==> src/rtl/ysyx_22050710_sram_arbiter.sv <==
// N-to-1 arbiter for SRAM-like request/response channels.
// Grants one master channel onto a single downstream port (fixed priority or
// round-robin), holds the grant stable while the downstream stalls, and
// routes in-order responses back using an ID FIFO of outstanding requests.
module ysyx_22050710_sram_arbiter #(
    parameter int N_CH          = 2,
    parameter int SRAM_ADDR_WD  = 32,
    parameter int SRAM_DATA_WD  = 64,
    parameter int SRAM_WMASK_WD = 8,
    parameter int OST_DEPTH     = 4,
    parameter int ARB_MODE      = 1
) (
    input  logic                              i_clk,
    input  logic                              i_rst_n,
    input  logic [N_CH-1:0]                   i_m_req,
    input  logic [N_CH-1:0]                   i_m_op,
    input  logic [N_CH*2-1:0]                 i_m_size,
    input  logic [N_CH*SRAM_ADDR_WD-1:0]      i_m_addr,
    input  logic [N_CH*SRAM_WMASK_WD-1:0]     i_m_wstrb,
    input  logic [N_CH*SRAM_DATA_WD-1:0]      i_m_wdata,
    output logic [N_CH-1:0]                   o_m_addr_ok,
    output logic [N_CH-1:0]                   o_m_data_ok,
    output logic [SRAM_DATA_WD-1:0]           o_m_rdata,
    output logic                              o_s_req,
    output logic                              o_s_op,
    output logic [1:0]                        o_s_size,
    output logic [SRAM_ADDR_WD-1:0]           o_s_addr,
    output logic [SRAM_WMASK_WD-1:0]          o_s_wstrb,
    output logic [SRAM_DATA_WD-1:0]           o_s_wdata,
    input  logic                              i_s_addr_ok,
    input  logic                              i_s_data_ok,
    input  logic [SRAM_DATA_WD-1:0]           i_s_rdata,
    output logic [$clog2(OST_DEPTH):0]        o_ost_cnt,
    output logic                              o_err
);

    localparam int IDX_W = (N_CH > 1) ? $clog2(N_CH) : 1;
    localparam int PTR_W = $clog2(OST_DEPTH);
    localparam int CNT_W = PTR_W + 1;

    // Per-channel views of the packed request buses
    logic [SRAM_ADDR_WD-1:0]  w_addr_arr  [N_CH];
    logic [SRAM_WMASK_WD-1:0] w_wstrb_arr [N_CH];
    logic [SRAM_DATA_WD-1:0]  w_wdata_arr [N_CH];
    logic [1:0]               w_size_arr  [N_CH];

    // Arbitration state
    logic [IDX_W-1:0] r_rr_ptr;
    logic             r_lock_vld;
    logic [IDX_W-1:0] r_lock_idx;

    // Outstanding-ID FIFO state
    logic [IDX_W-1:0] r_fifo [OST_DEPTH];
    logic [PTR_W-1:0] r_wptr;
    logic [PTR_W-1:0] r_rptr;
    logic [CNT_W-1:0] r_cnt;
    logic             r_err;

    logic [IDX_W-1:0] w_fp_idx;
    logic [IDX_W-1:0] w_rr_idx;
    logic [IDX_W-1:0] w_arb_idx;
    logic [IDX_W-1:0] w_grant;
    logic [IDX_W-1:0] w_rr_next;
    logic [IDX_W-1:0] w_head;
    logic             w_full;
    logic             w_hs;
    logic             w_pop;
    logic             w_spur;

    genvar gi;
    generate
        for (gi = 0; gi < N_CH; gi++) begin : g_unpack
            assign w_addr_arr[gi]  = i_m_addr[gi*SRAM_ADDR_WD +: SRAM_ADDR_WD];
            assign w_wstrb_arr[gi] = i_m_wstrb[gi*SRAM_WMASK_WD +: SRAM_WMASK_WD];
            assign w_wdata_arr[gi] = i_m_wdata[gi*SRAM_DATA_WD +: SRAM_DATA_WD];
            assign w_size_arr[gi]  = i_m_size[gi*2 +: 2];
        end
    endgenerate

    // Fixed priority: lowest requesting index wins
    always_comb begin
        w_fp_idx = '0;
        for (int i = N_CH - 1; i >= 0; i--) begin
            if (i_m_req[i]) begin
                w_fp_idx = IDX_W'(i);
            end
        end
    end

    // Round-robin: first requester at or after r_rr_ptr, wrapping modulo N_CH
    always_comb begin
        logic [IDX_W:0] v_cand;
        logic           v_found;
        w_rr_idx = r_rr_ptr;
        v_cand   = '0;
        v_found  = 1'b0;
        for (int i = 0; i < N_CH; i++) begin
            v_cand = {1'b0, r_rr_ptr} + (IDX_W+1)'(i);
            if (v_cand >= (IDX_W+1)'(N_CH)) begin
                v_cand = v_cand - (IDX_W+1)'(N_CH);
            end
            if (!v_found && i_m_req[v_cand[IDX_W-1:0]]) begin
                w_rr_idx = v_cand[IDX_W-1:0];
                v_found  = 1'b1;
            end
        end
    end

    // A stalled request keeps its channel until the downstream accepts it
    assign w_arb_idx = (ARB_MODE == 0) ? w_fp_idx : w_rr_idx;
    assign w_grant   = r_lock_vld ? r_lock_idx : w_arb_idx;
    assign w_rr_next = (w_grant == IDX_W'(N_CH - 1)) ? '0 : w_grant + 1'b1;

    assign w_full  = (r_cnt == CNT_W'(OST_DEPTH));
    assign o_s_req = i_rst_n & (|i_m_req) & ~w_full;
    assign w_hs    = o_s_req & i_s_addr_ok;

    assign o_s_op    = i_m_op[w_grant];
    assign o_s_size  = w_size_arr[w_grant];
    assign o_s_addr  = w_addr_arr[w_grant];
    assign o_s_wstrb = w_wstrb_arr[w_grant];
    assign o_s_wdata = w_wdata_arr[w_grant];

    // Responses return in order, so the FIFO head names their owner.
    // The head is read combinationally because data_ok is routed in the
    // same cycle it arrives.
    assign w_head = r_fifo[r_rptr];
    assign w_pop  = i_rst_n & i_s_data_ok & (r_cnt != '0);
    assign w_spur = i_s_data_ok & (r_cnt == '0);

    generate
        for (gi = 0; gi < N_CH; gi++) begin : g_route
            assign o_m_addr_ok[gi] = w_hs  & (w_grant == IDX_W'(gi));
            assign o_m_data_ok[gi] = w_pop & (w_head  == IDX_W'(gi));
        end
    endgenerate

    assign o_m_rdata = i_s_rdata;
    assign o_ost_cnt = r_cnt;
    assign o_err     = r_err;

    // Round-robin pointer and stall lock
    always_ff @(posedge i_clk or negedge i_rst_n) begin
        if (!i_rst_n) begin
            r_rr_ptr   <= '0;
            r_lock_vld <= 1'b0;
            r_lock_idx <= '0;
        end else if (w_hs) begin
            r_lock_vld <= 1'b0;
            if (ARB_MODE == 1) begin
                r_rr_ptr <= w_rr_next;
            end
        end else if (o_s_req) begin
            r_lock_vld <= 1'b1;
            r_lock_idx <= w_grant;
        end
    end

    // ID storage; contents are meaningless outside the valid window
    always_ff @(posedge i_clk) begin
        if (w_hs) begin
            r_fifo[r_wptr] <= w_grant;
        end
    end

    // FIFO pointers, occupancy and sticky error for data_ok with nothing outstanding
    always_ff @(posedge i_clk or negedge i_rst_n) begin
        if (!i_rst_n) begin
            r_wptr <= '0;
            r_rptr <= '0;
            r_cnt  <= '0;
            r_err  <= 1'b0;
        end else begin
            if (w_hs) begin
                r_wptr <= r_wptr + 1'b1;
            end
            if (w_pop) begin
                r_rptr <= r_rptr + 1'b1;
            end
            case ({w_hs, w_pop})
                2'b10:   r_cnt <= r_cnt + 1'b1;
                2'b01:   r_cnt <= r_cnt - 1'b1;
                default: r_cnt <= r_cnt;
            endcase
            if (w_spur) begin
                r_err <= 1'b1;
            end
        end
    end

endmodule

==> config.mk <==
export PLATFORM = sky130hd
export DESIGN_NAME = ysyx_22050710_sram_arbiter
export DESIGN_NICKNAME = d
export VERILOG_FILES = /design/src/rtl/ysyx_22050710_sram_arbiter.sv
export SDC_FILE = /design/constraint.sdc
export NUM_CORES = 1
export LEC_CHECK = 0
export ABC_CLOCK_PERIOD_IN_PS = 3700
export BUFFER_PORTS_ARGS = -buffer_cell sky130_fd_sc_hd__buf_2
export CORE_AREA = 5 5 179 181
export DETAILED_ROUTE_END_ITERATION = 10
export DIE_AREA = 0 0 184 186
export PLACE_DENSITY = 0.37
export SLEW_MARGIN = 20
export SYNTH_ARGS = -nofsm -noshare
export SYNTH_HDL_FRONTEND = slang
export SYNTH_SLANG_ARGS = --single-unit
==> constraint.sdc <==
create_clock -name i_clk -period 3.7 [get_ports i_clk]
set_clock_uncertainty 0.2 [all_clocks]
set_input_delay 0.37 -clock i_clk [delete_from_list [all_inputs] [get_ports i_clk]]
set_output_delay 0.37 -clock i_clk [all_outputs]
set_load 0.01 [all_outputs]
==> metrics.yaml, run 1 <==
place_hpwl_um: 12520
cp_max_fo: 8
maxSlewHeadroom_pct: 73.17
layout_commonest_cell: "buf_2"
grt_pass1_wl_um: 17970
worstSetupPathType: "in -> reg"
die_h_um: 186
yosysSeqAreaShare_pct: 15.32
hp-class: "in -> reg"
crit_slowest_cell: "dlygate4sd3_1"
die_x_um: 184
nFillCells: 3466
cts_tree: "done"
regArea_um2: 395.4
yosys_register_bits: 15
cp_data_required_time_ns: 3.63
synthCells: 249
placedCellCount: 907
worstMarginPinSlew_ns: 0.4025
gp_congestion: 0.7867
drc_errors: 0
wirelength_um: 13780
top_level_ports: 464
ctsHtreeMaxLevel: 1
clock-sinks: 15
nNetsFinal: 807
cpPeakStageDelay_ns: 0.52
hold_slack_ns: 0.1810
antenna_found_initial: 1
grt_overflow_total: 0
finalCritPeriodShare_pct: 76.84
max_cap_violations: 0
final_cell_area_mm2: 0.004287
min_from: "i_s_data_ok"
syn_nets: 539
vias: 2885
ctsRootBufferMaster: "clkbuf_16"
final_cell_mix: "buf_2 (335), mux2_1 (98), mux2_2 (12), dfrtp_1 (11), inv_1 (9)"
critPathArrivalTime_ns: 2.77
place_area_mm2: 0.004195
grt_pass1_vias: 2953
total_power_uw: 2302
area_growth_pct: 66.07
avgRoutedWirePerCell_um: 15.09
final_max_slew_viol_count: 0
yosysWarnings: 0
synth_cell_type_count: 28
viasPerCell: 3.160
drive_gt1_share_pct: 69.38
peakVddDrop_mv: 0.2882
core_mm2: 0.03027
r2r_start: "o_ost_cnt[0]"
postCtsSetupRepairBufs: 0
final_cells: 913
rsz0062_at_grt: "false"
syn-mean-instance-area_um2: 10.37
dr.first_iter.drc_count: 33
startpoint: "i_rst_n"
grt_usage_pct: 6.903
postRouteAntennaNets: 0
setup_viol: 0
fin_tns_setup_ns: 0
syn_area_mm2: 0.002581
core.rowCount: 64
io_buffers: 335
p_leak_uw: 0.002189
p_per_area_mw_per_mm2: 537.0
start_util_pct: 8.528
multi_input_area_mm2: 0.001535
crit_chain: "dlygate4sd3_1 -> buf_2 -> o21ai_0 -> a31oi_2 -> and2_0 -> inv_1 -> ha_1 -> inv_1 -> fa_1 -> xor2_1 -> nor2_1 -> xor2_1"
grt_max_degree: 55
critPathCaptureType: "flop"
hold_violations: 0
cts_buffers: 3
dieArea_mm2: 0.03422
status: "finished, final reports clean"
finalCriticalPeriod_ns: 2.843
max_freq_ghz: 0.3518
clk_latency_ns: 0.24
cts.path.max_buffers: 2
dr.pass1.iters: 4
clk_pin_slew_ns: 0.05
startpoint_type: "input pin"
==> registers in the layout, indices dropped and copies added (netlist names) <==
signal and cells:
o_err 1, o_ost_cnt 3, r_fifo 4, r_lock_idx 1
r_lock_vld 1, r_rptr 2, r_rr_ptr 1, r_wptr 2
==> final cells by class <==
class                      count  area share (%)
sequential                    15           9.224
tap                          396           11.56
inverter                      10          0.8757
multi-input combinational    147           35.81
timing repair buffer         340           40.63
clock buffer                   4           1.839
antenna                        1         0.05838
==> through the flow <==
stage               utilization, %  setup slack [ns]
finish                       14.16            0.8571
CTS                          14.15            0.8138
global placement             13.86             1.055
detailed placement           13.86             1.040
floorplan                        -             1.337
global route                 14.16            0.6184
==> power breakdown <==
part	switching, µW	internal [µW]
Sequential	53.3	243
Combinational	947	847
Clock	66.2	146
==> metal layers <==
layer | wire length (µm) | GRT usage (%) | vias up
met3 | 1798 | 2.501 | 10
met1 | 5540 | 8.706 | 1311
met4 | 192 | 1.301 | 0
met2 | 6246 | 11.44 | 233
li1 | - | - | 1331
met5 | 0 | 0 | -
==> synthesized netlist by cell type <==
master / count / area, µm²
nand2_1: 2 / 7.510
xnor2_1: 4 / 35.03
buf_4: 64 / 480.5
fa_1: 1 / 20.02
mux4_2: 1 / 22.52
inv_2: 1 / 3.750
and3_1: 4 / 25.02
buf_6: 11 / 123.9
buf_2: 2 / 10.01
mux2_2: 12 / 135.1
o31a_1: 1 / 8.760
edfxtp_1: 4 / 120.1
nor2b_1: 1 / 6.260
o21ai_0: 1 / 5.000
o21bai_1: 1 / 7.510
a21oi_1: 1 / 5.000
mux2i_1: 1 / 10.01
nor2_1: 7 / 26.28
ha_1: 5 / 62.56
and2_1: 1 / 6.260
a31oi_2: 1 / 12.51
mux2_1: 98 / 1104
xor2_1: 2 / 17.52
and2_0: 1 / 6.260
dfrtp_1: 11 / 275.3
nand3_1: 1 / 5.000
or3_1: 1 / 6.260
inv_1: 9 / 33.78
==> worst max-delay path, delay by kind of cell <==
| kind | cells | cell delay [ns] |
|---|---|---|
| compound gates | 2 | 0.44 |
| xor+xnor | 2 | 0.28 |
| fa+ha+maj | 2 | 0.41 |
| buf+inv | 4 | 0.83 |
| simple gates | 2 | 0.41 |
==> worst paths after layout <==
path	to	slack, ns	cells after the start
min in group asynchronous	r_lock_idx	0.43	3
max in group asynchronous	o_err	2.71	3
min	o_err	0.18	3
max	o_ost_cnt[2]	0.86	12
min reg2reg	o_err	0.28	1
max reg2reg	o_ost_cnt[2]	1.25	10
==> logic make-up (layout without fill, tap and decap cells) <==
group	Yosys count	count (layout)	share of synthesized area, %
multiplexers	112	112	49.25
buffers and inverters	87	354	25.25
AND/OR/NAND/NOR	18	18	3.442
flip-flops	15	15	15.32
adder cells (fa/ha/maj)	6	6	3.199
XOR/XNOR	6	6	2.036
AO/OA/AOI/OAI	5	5	1.502
other	0	1	0
==> what timing repair did <==
item / 4_1_cts / 5_1_grt
endpoints found under the hold margin: 11 / 0
resized for setup: 0 / 0
hold buffers: 1 / 0
Note: power is estimated with default switching activity, not from simulation.
==> inputs of run 2 (changes only) <==
--- a/config.mk
+++ b/config.mk
@@ -5,11 +5,11 @@
 export SDC_FILE = /design/constraint.sdc
 export NUM_CORES = 1
 export LEC_CHECK = 0
-export ABC_CLOCK_PERIOD_IN_PS = 3700
+export ABC_CLOCK_PERIOD_IN_PS = 2800
 export BUFFER_PORTS_ARGS = -buffer_cell sky130_fd_sc_hd__buf_2
-export CORE_AREA = 5 5 179 181
+export CORE_AREA = 5 5 178 180
 export DETAILED_ROUTE_END_ITERATION = 10
-export DIE_AREA = 0 0 184 186
+export DIE_AREA = 0 0 183 185
 export PLACE_DENSITY = 0.37
 export SLEW_MARGIN = 20
 export SYNTH_ARGS = -nofsm -noshare
==> constraint.sdc (replaced) <==
create_clock -name i_clk -period 2.8 [get_ports i_clk]
set_clock_uncertainty 0.2 [all_clocks]
set_input_delay 0.28 -clock i_clk [delete_from_list [all_inputs] [get_ports i_clk]]
set_output_delay 0.28 -clock i_clk [all_outputs]
set_load 0.01 [all_outputs]
==> metrics.yaml, run 2 (synthesized netlist as in run 1, its figures left out) <==
status: "finished, final reports clean"
die_x_um: 183  # -0.54%
r2r_start: "o_ost_cnt[0]"
final_max_slew_viol_count: 0  # unchanged
antenna_cells: 0  # -1
max_cap_violations: 0  # unchanged
drive_gt1_share_pct: 69.87  # +0.49 points
ctsResizeCount: 0  # unchanged
crit_slowest_cell: "dlygate4sd3_1"
finalCritPeriodShare_pct: 92.38
multi_input_area_mm2: 0.001535  # unchanged
io_buffers: 335  # unchanged
antenna_found_initial: 0  # -1
layout_commonest_cell: "buf_2"
dr.pass1.iters: 4  # unchanged
grt_overflow_total: 0  # unchanged
clk_latency_ns: 0.24  # about the same
rr_worst_depth: 10  # unchanged
p_leak_uw: 0.002215  # +1.2%
critPathArrivalTime_ns: 2.55  # -0.22 ns
top_register: "r_fifo"
final_cell_mix: "buf_2 (335), mux2_1 (98), mux2_2 (12), dfrtp_1 (11), inv_1 (9)"
cts_buffers: 3  # unchanged
crit_end: "o_ost_cnt[2]"
start_util_pct: 8.596  # +0.068 points
top_level_ports: 464  # unchanged
gp_congestion: 0.7659  # -2.6%
setup_slack_ns: 0.2133  # -0.6438 ns
drc_errors: 0  # unchanged
die_h_um: 185  # -0.54%
crit_chain: "dlygate4sd3_1 -> buf_2 -> o21ai_0 -> a31oi_2 -> and2_0 -> inv_1 -> ha_1 -> inv_1 -> fa_1 -> xor2_1 -> nor2_1 -> xor2_1"
startpoint: "i_rst_n"
peakVddDrop_mv: 0.4368  # +52%
cp_data_required_time_ns: 2.77  # -0.86 ns
min_path_cells: 3  # unchanged
worst-path-stages: 12  # unchanged
min_from: "i_s_data_ok"
worstSetupPathType: "in -> reg"
r2r_setup_slack_ns: 0.46  # -0.79 ns
total_power_uw: 3017  # +31%
maxSlewHeadroom_pct: 78.19  # +5.0 points
postRouteAntennaNets: 0  # unchanged
ctsHtreeMaxLevel: 1  # unchanged
cts.path.max_buffers: 2  # unchanged
cpPeakStageDelay_ns: 0.52  # about the same
worstMarginPinSlew_ns: 0.3272  # -0.07534 ns
dr.first_iter.drc_count: 66  # +100%
cts_tree: "done"
avgRoutedWirePerCell_um: 13.02  # -14%
area_growth_pct: 67.47
grt_usage_pct: 6.076  # -0.83 points
core_mm2: 0.03003  # -0.79%
r2r-end: "o_ost_cnt[2]"
vias: 2864  # -0.73%
hp-class: "in -> reg"
nNetsFinal: 812  # +0.62%
place_hpwl_um: 10880  # -13%
rsz0062_at_grt: "false"
regArea_um2: 395.4  # unchanged
cpLargestDelayFamily: "buffers and inverters"
clock-sinks: 15  # unchanged
cp_max_fo: 5  # -3
max_freq_ghz: 0.3866
core.rowCount: 64  # unchanged
wirelength_um: 11940  # -13%
clk_pin_slew_ns: 0.05  # about the same
grt_max_degree: 51  # -7.3%
dieArea_mm2: 0.03386  # -1.1%
grt_pass1_wl_um: 16420  # -8.6%
largest_reg_flops: 4  # unchanged
fin_tns_setup_ns: 0  # unchanged
ctsRootBufferMaster: "clkbuf_16"
dp_slack_ns: 0.3590  # -0.6812 ns
critPathCaptureType: "flop"
hold_violations: 0  # unchanged
startpoint_type: "input pin"
finalCriticalPeriod_ns: 2.587
p_per_area_mw_per_mm2: 697.8  # +30%
nFillCells: 3448  # -0.52%
crit_buf_inv: 4  # unchanged
viasPerCell: 3.123  # -1.2%
grt_pass1_vias: 2948  # -0.17%
setup_viol: 0  # unchanged
run 2: power by group:
part / switching (µW) / internal, µW / leakage [µW]
registers: 73.2 / 321 / 0.000162
logic: 1190 / 1160 / 0.00201
clock network: 87.4 / 191 / 0.0000409
total: 1350 / 1670 / 0.00221
run 2: cell type report:
type	instances	area share [%]
clock inverter	1	0.1158
tap	396	11.46
sequential	15	9.146
clock buffer	3	1.737
multi-input combinational	147	35.51
inverter	10	0.8683
timing repair buffer	345	41.16
run 2: worst min-delay path by stage:
stage / slack [ns] / endpoint
global placement: 0.07 / r_lock_vld
global route: 0.14 / o_err
floorplan: -0.22 / o_err
detailed placement: 0.09 / r_lock_vld
CTS: 0.11 / o_err
finish: 0.12 / o_err
run 2: repair_timing:
| item | 4_1_cts | 5_1_grt |
|---|---|---|
| hold buffers | 1 | 0 |
| setup buffers | 0 | 0 |
| hold endpoints to repair | 11 | 0 |
run 2: metrics by stage:
step                instances  hold slack, ns  instance area, µm²  util (%)
finish                    917          0.1152                4323     14.40
global route              917          0.1371                4323     14.40
floorplan                 249         -0.2156                2581         -
global placement          912         0.06761                4233     14.10
detailed placement        912         0.08790                4233     14.10
CTS                       917          0.1148                4323     14.40
run 2: per-layer routing:
metal,track usage [%],vias to the layer above,wire length [µm]
li1,-,1340,-
met3,2.298,4,1550
met5,0,-,0
met4,0.2682,0,40
met2,11.97,226,6053
met1,6.435,1294,4294
run 2: worst register-to-register path: cells and delay by family (launching register included):
kind	cells	cell delay, ns
adder cells (fa/ha/maj)	2	0.56
flip-flops	1	0.42
AND/OR/NAND/NOR	2	0.37
buffers and inverters	3	0.33
XOR/XNOR	2	0.30
AO/OA/AOI/OAI	1	0.10
==> inputs of run 3 (changes only) <==
--- a/config.mk
+++ b/config.mk
@@ -7,10 +7,11 @@
 export LEC_CHECK = 0
 export ABC_CLOCK_PERIOD_IN_PS = 2800
 export BUFFER_PORTS_ARGS = -buffer_cell sky130_fd_sc_hd__buf_2
-export CORE_AREA = 5 5 178 180
+export CORE_AREA = 2 2 180 182
 export DETAILED_ROUTE_END_ITERATION = 10
-export DIE_AREA = 0 0 183 185
-export PLACE_DENSITY = 0.37
+export DIE_AREA = 0 0 182 184
+export PLACE_DENSITY = 0.36
+export RECOVER_POWER = 100
 export SLEW_MARGIN = 20
 export SYNTH_ARGS = -nofsm -noshare
 export SYNTH_HDL_FRONTEND = slang
==> metrics.yaml, run 3 (synthesized netlist as in run 1, its figures left out) <==
finalCritPeriodShare_pct: 93.99  # +1.6 points
cts.path.max_buffers: 2  # unchanged
ctsRootBufferMaster: "clkbuf_16"
max_cap_violations: 0  # unchanged
grt_usage_pct: 6.766  # +0.69 points
setup_viol: 0  # unchanged
grt_max_degree: 80  # +57%
worstMarginPinSlew_ns: 0.7660  # +0.4388 ns
hold_violations: 0  # unchanged
cp_max_fo: 79  # +74
p_per_area_mw_per_mm2: 689.4  # -1.2%
worstSetupPathType: "reg -> out"
cpPeakStageDelay_ns: 0.51  # about the same
area_growth_pct: 60.06
top_register: "r_fifo"
nNetsFinal: 809  # -0.37%
status: "finished, final reports clean"
clk_pin_slew_ns: 0.05  # about the same
startpoint_type: "flop"
largest_reg_flops: 4  # unchanged
nFillCells: 3655  # +6.0%
die_h_um: 184  # -0.54%
dr.pass1.iters: 4  # unchanged
core_mm2: 0.03139  # +4.5%
wirelength_um: 12690  # +6.3%
rsz0062_at_grt: "false"
setup_slack_ns: 0.1684  # -0.04491 ns
postRouteAntennaNets: 0  # unchanged
avgRoutedWirePerCell_um: 13.79  # +6.0%
start_util_pct: 8.222  # -0.37 points
clock-sinks: 15  # unchanged
dp_slack_ns: 0.4327  # +0.07371 ns
finalCriticalPeriod_ns: 2.632  # +0.04492 ns
layout_commonest_cell: "buf_2"
cp_data_required_time_ns: 2.32  # -0.45 ns
drive_gt1_share_pct: 47.68  # -22 points
ctsResizeCount: 0  # unchanged
gp_congestion: 0.7654  # about the same
max_freq_ghz: 0.3800  # -1.7%
grt_pass1_vias: 2830  # -4.0%
grt_pass1_wl_um: 16890  # +2.9%
hp-class: "in -> reg"
viasPerCell: 3.172  # +1.6%
peakVddDrop_mv: 0.8638  # +98%
startpoint: "r_rr_ptr"
postCtsSetupRepairBufs: 0  # unchanged
crit_slowest_cell: "buf_6"
fin_tns_setup_ns: 0  # unchanged
top_level_ports: 464  # unchanged
final_max_slew_viol_count: 0  # unchanged
vias: 2918  # +1.9%
min_from: "i_s_data_ok"
cts_tree: "done"
place_hpwl_um: 11380  # +4.7%
antenna_cells: 0  # unchanged
ctsHtreeMaxLevel: 1  # unchanged
clk_latency_ns: 0.24  # about the same
p_leak_uw: 0.001875  # -15%
final_cell_mix: "buf_2 (220), clkbuf_1 (113), mux2_1 (98), mux2_2 (12), dfrtp_1 (11)"
die_x_um: 182  # -0.55%
drc_errors: 0  # unchanged
io_buffers: 335  # unchanged
r2r_start: "o_ost_cnt[0]"
cts_buffers: 3  # unchanged
crit_chain: "a21oi_1 -> o31a_2 -> buf_6 -> mux2_1 -> clkbuf_2"
dr.first_iter.drc_count: 53  # -20%
grt_overflow_total: 0  # unchanged
fin_util_pct: 13.16  # -1.2 points
core.rowCount: 65  # +1.6%
cts_hold_repair.buffers: 1  # unchanged
critPathCaptureType: "output pin"
critPathArrivalTime_ns: 2.15  # -0.40 ns
antenna_found_initial: 1  # +1
maxSlewHeadroom_pct: 48.94  # -29 points
dieArea_mm2: 0.03349  # -1.1%
==> run 3: cell count changes in the layout (fill, tap and decap cells not counted), sizes merged <==
cell / previous run / this run
clkbuf: 3 / 122
buf: 344 / 223
clkinv: 1 / 0
==> run 3: critical path, delay by kind of cell (launching register included) <==
family	cells	cell delay [ns]
mux	1	0.44
compound gates	2	0.29
buf+inv	2	0.68
flops	1	0.38
==> run 3: area by class of cell <==
cell class / count / area, µm² / area share [%]
Multi-Input combinational cell: 147 / 1529 / 37.01
Clock buffer: 4 / 78.83 / 1.908
Inverter: 10 / 37.54 / 0.9085
Sequential cell: 15 / 395.4 / 9.570
Tap cell: 402 / 503.0 / 12.17
Timing Repair Buffer: 342 / 1588 / 38.43
==> run 3: power breakdown <==
group	leakage (µW)	switching (µW)	internal (µW)
Clock	0.0000382	80.0	192
Sequential	0.000162	68.9	321
Combinational	0.00167	1250	933
==> run 3: worst paths after layout <==
| check | slack, ns | depth (start not counted) | to |
|---|---|---|---|
| setup reg to reg | 0.58 | 10 | o_ost_cnt[2] |
| min in group asynchronous | 0.53 | 3 | r_rr_ptr |
| hold / removal | 0.10 | 3 | o_err |
| hold reg to reg | 0.28 | 1 | r_rptr[1] |
| setup / recovery | 0.17 | 5 | o_s_wdata[41] |
| max in group asynchronous | 1.47 | 3 | r_rptr[0] |
==> run 3: metal layers <==
| layer | up-vias | track usage (%) | part of all wire [%] |
|---|---|---|---|
| met5 | - | 0 | 0.087 |
| met4 | 2 | 2.161 | 2.6 |
| met3 | 20 | 2.952 | 12 |
| met2 | 233 | 11.10 | 44 |
| met1 | 1329 | 7.927 | 41 |
| li1 | 1334 | - | - |
==> run 3: stage by stage <==
stage                     cell area (µm²)  hold WS [ns]  instances  total power (µW)
after floorplan                      2581       -0.2156        249              2003
after global placement               4205       0.09146        915              2787
after detailed placement             4205        0.1044        915              2765
after CTS                            4294        0.1043        920              3060
after global routing                 4131        0.1311        920              3070
final                                4131        0.1013        920              2848
